**src/rtl/pe_fc_chain.sv**
```systemverilog
// Systolic column of NUM_PE fully-connected MAC stages with a double-buffered stationary ifmap.
// Optional macro PE_FC_SAT_EN: per-stage saturating accumulate with a chained overflow flag.
module pe_fc_chain #(
  parameter int unsigned DATA_W = 8,
  parameter int unsigned ACC_W  = 32,
  parameter int unsigned NUM_PE = 4
) (
  input  logic                     clk,
  input  logic                     rst_n,
  input  logic                     signed_mode,
  input  logic                     ld_valid,
  output logic                     ld_ready,
  input  logic [DATA_W-1:0]        ld_data,
  input  logic                     swap,
  output logic                     swap_done,
  output logic                     swap_err,
  input  logic                     in_valid,
  output logic                     in_ready,
  input  logic [NUM_PE*DATA_W-1:0] in_w,
  input  logic [ACC_W-1:0]         in_psum,
  output logic                     out_valid,
  output logic [ACC_W-1:0]         out_psum,
  output logic                     out_ovf,
  output logic                     busy
);

  localparam int unsigned PROD_W = 2 * DATA_W;
  localparam int unsigned CNT_W  = $clog2(NUM_PE + 1);

  typedef enum logic [1:0] {ST_EMPTY, ST_FILLING, ST_FULL} ld_state_e;

  ld_state_e          state_q, state_d;
  logic [CNT_W-1:0]   cnt_q, cnt_d;
  logic               act_valid_q, act_valid_d;
  logic               swap_done_q, swap_done_d;
  logic               swap_err_q, swap_err_d;
  logic               ld_ready_q;
  logic               busy_q, busy_d;
  logic               ld_acc, swap_ok, beat_acc;

  logic [DATA_W-1:0]  sh_q  [NUM_PE];
  logic [DATA_W-1:0]  act_q [NUM_PE];

  logic               v_q   [NUM_PE];
  logic [ACC_W-1:0]   ps_q  [NUM_PE];
  logic               sm_q  [NUM_PE];
  logic               ov_q  [NUM_PE];

  logic               v_in  [NUM_PE];
  logic [ACC_W-1:0]   ps_in [NUM_PE];
  logic               sm_in [NUM_PE];
  logic               ov_in [NUM_PE];
  logic [DATA_W-1:0]  w_st  [NUM_PE];
  logic [ACC_W:0]     res   [NUM_PE];

  logic               out_valid_q;
  logic [ACC_W-1:0]   out_psum_q;
  logic               out_ovf_q;

  // One MAC step; returns {overflow, sum}. Product is extended per the beat's signedness.
  function automatic logic [ACC_W:0] mac(input logic [ACC_W-1:0]  acc,
                                         input logic [DATA_W-1:0] w,
                                         input logic [DATA_W-1:0] x,
                                         input logic              sm);
    logic [PROD_W-1:0] we, xe, prod;
    logic [ACC_W-1:0]  pe, r;
    logic              ovf;
`ifdef PE_FC_SAT_EN
    logic [ACC_W:0]    s;
`endif
    if (sm) begin
      we = PROD_W'($signed(w));
      xe = PROD_W'($signed(x));
    end else begin
      we = PROD_W'(w);
      xe = PROD_W'(x);
    end
    prod = we * xe;
    if (sm) pe = ACC_W'($signed(prod));
    else    pe = ACC_W'(prod);
    ovf = 1'b0;
`ifdef PE_FC_SAT_EN
    s = {1'b0, acc} + {1'b0, pe};
    r = s[ACC_W-1:0];
    if (sm) begin
      if ((acc[ACC_W-1] == pe[ACC_W-1]) && (r[ACC_W-1] != acc[ACC_W-1])) begin
        ovf = 1'b1;
        r   = acc[ACC_W-1] ? {1'b1, {(ACC_W-1){1'b0}}} : {1'b0, {(ACC_W-1){1'b1}}};
      end
    end else if (s[ACC_W]) begin
      ovf = 1'b1;
      r   = '1;
    end
`else
    r = acc + pe;
`endif
    return {ovf, r};
  endfunction

  // Shadow loader FSM and swap arbitration.
  always_comb begin
    state_d     = state_q;
    cnt_d       = cnt_q;
    act_valid_d = act_valid_q;
    swap_done_d = 1'b0;
    swap_err_d  = 1'b0;
    swap_ok     = 1'b0;
    ld_acc      = ld_valid && (state_q != ST_FULL);
    if (ld_acc) begin
      cnt_d   = cnt_q + CNT_W'(1);
      state_d = (cnt_q == CNT_W'(NUM_PE - 1)) ? ST_FULL : ST_FILLING;
    end
    if (swap) begin
      if ((state_q == ST_FULL) && !busy_q && !in_valid) begin
        swap_ok     = 1'b1;
        state_d     = ST_EMPTY;
        cnt_d       = '0;
        act_valid_d = 1'b1;
        swap_done_d = 1'b1;
      end else begin
        swap_err_d  = 1'b1;
      end
    end
  end

  always_ff @(posedge clk or negedge rst_n) begin : p_ctrl
    if (!rst_n) begin
      state_q     <= ST_EMPTY;
      cnt_q       <= '0;
      act_valid_q <= 1'b0;
      swap_done_q <= 1'b0;
      swap_err_q  <= 1'b0;
      ld_ready_q  <= 1'b1;
      for (int i = 0; i < NUM_PE; i++) begin
        sh_q[i]  <= '0;
        act_q[i] <= '0;
      end
    end else begin
      state_q     <= state_d;
      cnt_q       <= cnt_d;
      act_valid_q <= act_valid_d;
      swap_done_q <= swap_done_d;
      swap_err_q  <= swap_err_d;
      ld_ready_q  <= (state_d != ST_FULL);
      if (ld_acc) begin
        for (int i = 0; i < NUM_PE - 1; i++) sh_q[i] <= sh_q[i+1];
        sh_q[NUM_PE-1] <= ld_data;
      end
      if (swap_ok) begin
        for (int i = 0; i < NUM_PE; i++) act_q[i] <= sh_q[i];
      end
    end
  end

  assign beat_acc = in_valid && act_valid_q;

  // Per-stage inputs; weight slice k passes through a k-deep skew line.
  for (genvar k = 0; k < NUM_PE; k++) begin : g_stage
    if (k == 0) begin : g_head
      assign v_in[0]  = beat_acc;
      assign ps_in[0] = in_psum;
      assign sm_in[0] = signed_mode;
      assign ov_in[0] = 1'b0;
      assign w_st[0]  = in_w[DATA_W-1:0];
    end else begin : g_body
      logic [DATA_W-1:0] sk_q [k];
      always_ff @(posedge clk or negedge rst_n) begin : p_skew
        if (!rst_n) begin
          for (int d = 0; d < k; d++) sk_q[d] <= '0;
        end else begin
          sk_q[0] <= in_w[k*DATA_W +: DATA_W];
          for (int d = 1; d < k; d++) sk_q[d] <= sk_q[d-1];
        end
      end
      assign v_in[k]  = v_q[k-1];
      assign ps_in[k] = ps_q[k-1];
      assign sm_in[k] = sm_q[k-1];
      assign ov_in[k] = ov_q[k-1];
      assign w_st[k]  = sk_q[k-1];
    end
    assign res[k] = mac(ps_in[k], w_st[k], act_q[k], sm_in[k]);
  end

  always_comb begin
    busy_d = 1'b0;
    for (int k = 0; k < NUM_PE; k++) busy_d = busy_d | v_in[k];
  end

  always_ff @(posedge clk or negedge rst_n) begin : p_pipe
    if (!rst_n) begin
      for (int k = 0; k < NUM_PE; k++) begin
        v_q[k]  <= 1'b0;
        ps_q[k] <= '0;
        sm_q[k] <= 1'b0;
        ov_q[k] <= 1'b0;
      end
      out_valid_q <= 1'b0;
      out_psum_q  <= '0;
      out_ovf_q   <= 1'b0;
      busy_q      <= 1'b0;
    end else begin
      for (int k = 0; k < NUM_PE; k++) begin
        v_q[k] <= v_in[k];
        if (v_in[k]) begin
          ps_q[k] <= res[k][ACC_W-1:0];
          sm_q[k] <= sm_in[k];
          ov_q[k] <= ov_in[k] | res[k][ACC_W];
        end
      end
      out_valid_q <= v_q[NUM_PE-1];
      if (v_q[NUM_PE-1]) begin
        out_psum_q <= ps_q[NUM_PE-1];
        out_ovf_q  <= ov_q[NUM_PE-1];
      end
      busy_q <= busy_d;
    end
  end

  assign ld_ready  = ld_ready_q;
  assign swap_done = swap_done_q;
  assign swap_err  = swap_err_q;
  assign in_ready  = act_valid_q;
  assign out_valid = out_valid_q;
  assign out_psum  = out_psum_q;
  assign out_ovf   = out_ovf_q;
  assign busy      = busy_q;

endmodule

```
**config.mk**
```make
export PLATFORM = sky130hd
export DESIGN_NAME = pe_fc_chain
export DESIGN_NICKNAME = d
export VERILOG_FILES = /design/src/rtl/pe_fc_chain.sv
export SDC_FILE = /design/constraint.sdc
export NUM_CORES = 2
export LEC_CHECK = 0
export ABC_AREA = 1
export CORE_UTILIZATION = 55
export CTS_CLUSTER_DIAMETER = 50
export DETAILED_ROUTE_END_ITERATION = 8
export PLACE_DENSITY = 0.71
export SLEW_MARGIN = 20
export SYNTH_ARGS = -nofsm -noshare
export SYNTH_HDL_FRONTEND = slang
export SYNTH_SLANG_ARGS = --single-unit
export TNS_END_PERCENT = 10
```
**constraint.sdc**
```tcl
create_clock -name clk -period 10.4 [get_ports clk]
set_input_delay 2.08 -clock clk [delete_from_list [all_inputs] [get_ports clk]]
set_output_delay 2.08 -clock clk [all_outputs]
set_load 0.1 [all_outputs]
```
==> impl_metrics.yaml <==
worst_setup_path:
  crit_slowest_cell: "o21ai_0"
  worst_ep_required_time_ps: 10830
  path_class: "input pin to register"
  crit_path_frequent_cell: "nand2_1"
  cpPeakStageDelay_ps: 600
  cp-end-kind: "register"
  worstRegToRegCells: 31
  worst_ep_arrival_time_ps: 9580
  startpoint_type: "input pin"
  cp_max_fo: 21
placement:
  gp_congestion: 0.937
  dpl.hpwl_um: 62400
  place_area_mm2: 0.0346
  portBuffers: 115
global_route:
  grt_max_degree: 171
  grt_pass1_vias: 27300
  grt_overflow: 0
  grt_usage: 0.268
  antenna_found_initial: 0
  grt_pass1_wl_um: 133000
cells_and_area:
  postLayoutCellArea_mm2: 0.0360
  n_antenna_cell: 0
  synthToLayoutAreaGrowth_pct: 8.92
  fin_nets: 5186
  drive_gt1_frac: 0.0492
synth:
  syn_avg_cell_area_um2: 7.32
  synth_commonest_cells: "nand2_1 (1162), inv_1 (1100), dfrtp_1 (289)"
  synth_edf_count: 0
  ys_types: 45
  syn-num-nets: 5155
  synth_top_area_share: 0.219
  synth_area_leaders: "dfrtp_1 (22%), fa_1 (17%), nand2_1 (13%)"
  syn-instance-count: 4515
  synth_warnings: 0
  yosysMostFrequentCell: "nand2_1"
  synthFlopType: "dfrtp_1"
  ys_async_sr_fraction: 1.00
  ys_ff_latch: 290
  ys_seq_area_frac: 0.220
  synth_area_mm2: 0.0331
  synth_top_area_cell: "dfrtp_1"
clocking:
  cts_sinks: 290
  clockRootBuffer: "clkbuf_16"
  post_cts_buffers: 0
  ctsResizeCount: 0
  ctsHoldBuffers: 0
  clk_pin_slew_ps: 50
  htree_levels: 2
  cts_buffers: 41
  clk_latency_ps: 590
  cts_tree: "built"
  clockBufferDepth: 3
timing:
  tightest_slew_ps: 980
  period_minus_slack_ps: 9150
  slew_violations: 0
  finalHoldViolCount: 0
  max_freq_ghz: 0.109
  setup_viol: 0
  whs_ps: 343
  tns_ps: 0
  fin_skew_ps: 42.7
  rsz0062_at_grt: "false"
  relSlewSlack: 0.345
  fin_crit_sh: 0.880
drt:
  wl_per_cell_um: 14.5
  vias: 27200
  drtIter0Drc: 1467
  routed_wirelength_um: 77600
  antenna_left: 0
  first_pass_iters: 7
  route.detailed.drc: 8
  via_per_inst: 5.09
hold_path:
  hold_depth: 0
  min_path_type: "register to register"
power:
  total_power_mw: 10.6
  ir_drop_v: 0.000320
  p_leak_nw: 21.0
  cellPowerDensity_mw_per_mm2: 294
die:
  die-area_mm2: 0.0611
  ios: 117
  die_w_um: 247
  core_area_mm2: 0.0592
  rows: 89
  die-height_um: 247
  start_util: 0.558
status:
  status: "finished, violations left"
  violations: "design-rule violations"
flow_run:
  drv_cap: 0
worst max-delay path, delay by kind of cell:
| family | cells | cell delay, ps |
|---|---|---|
| adders and majority gates | 8 | 3200 |
| AOI/OAI and AO/OA | 6 | 1480 |
| buffers and inverters | 11 | 1420 |
| and+or+nand+nor | 16 | 1240 |
| xor gates and xnor gates | 1 | 160 |
through the flow:
stage	instances	utilization	setup WS (ps)
finish	5350	0.608	1250
global placement	5276	0.584	867
detailed placement	5276	0.584	751
global route	5350	0.608	694
CTS	5350	0.608	1310
floorplan	4515	-	1930
routing by layer:
metal  GRT usage  wire length (µm)  vias to the layer above  part of all wire
met2       0.471             37500                      555              0.48
met5           0                 0                        -                 0
met4      0.0777              1910                        0             0.025
li1            -                 -                    13800                 -
met1       0.349             35100                    12700              0.45
met3      0.0254              3090                      129             0.040
registers in the layout (all words and copies together), names as in the netlist, 2 cells and up:
register / flops
ps_q: 32
sh_q: 32
cnt_q: 3
g_stage.g_body.sk_q: 48
v_in: 3
act_q: 32
sm_in: 3
state_q: 2
ps_in: 96
out_psum: 32
cell type report:
type                       count  area (µm²)
sequential                   290        7260
clock inverter                23         275
inverter                    1115        4190
timing repair buffer         128        1270
multi-input combinational   2970       20900
fill                        5527       23200
tap                          773         967
clock buffer                  51        1110
placed cells by master, fill, tap and decap left out, types with 10 or more instances in the layout:
cell	instances
xor2_1	75
o21bai_1	28
nand2_4	10
inv_2	12
nand3b_1	10
o41ai_1	46
o21ai_0	226
o21ai_1	12
nand2_1	1161
inv_1	1100
nor2_1	188
nand3_1	245
nand4_1	71
a21o_1	11
a31oi_1	13
dfrtp_1	289
mux2_2	32
buf_4	12
nand3_2	11
or2_2	10
clkdlybuf4s50_1	114
xnor2_1	62
nor2_2	26
a21oi_1	112
ha_1	286
clkbuf_16	41
nand2_2	27
fa_1	276
power breakdown:
part / internal, mW / switching [mW]
combinational: 2.62 / 4.71
sequential: 1.48 / 0.387
clock: 0.833 / 0.569
total: 4.93 / 5.67
cells by family after synthesis:
kind of cell	Yosys count	share of synthesized area
AO/OA/AOI/OAI	466	0.0810
XOR/XNOR	137	0.0363
adder cells (fa/ha/maj)	562	0.275
buffers and inverters	1255	0.147
flip-flops	290	0.220
multiplexers	32	0.0109
other	1	0.000113
AND/OR/NAND/NOR	1772	0.230
worst paths after layout:
kind,start,to,slack [ps]
worst max-delay path,signed_mode,ps_in[88],1250
worst min-delay path,g_stage[3].g_body.sk_q[22],g_stage[3].g_body.sk_q[14],340
worst max register to register,sm_in[2],ps_in[52],2450
worst min register to register,g_stage[3].g_body.sk_q[22],g_stage[3].g_body.sk_q[14],340
max in group asynchronous,rst_n,ps_in[84],7410
min in group asynchronous,rst_n,g_stage[3].g_body.sk_q[2],1560
(Power assumes the default switching activity.)
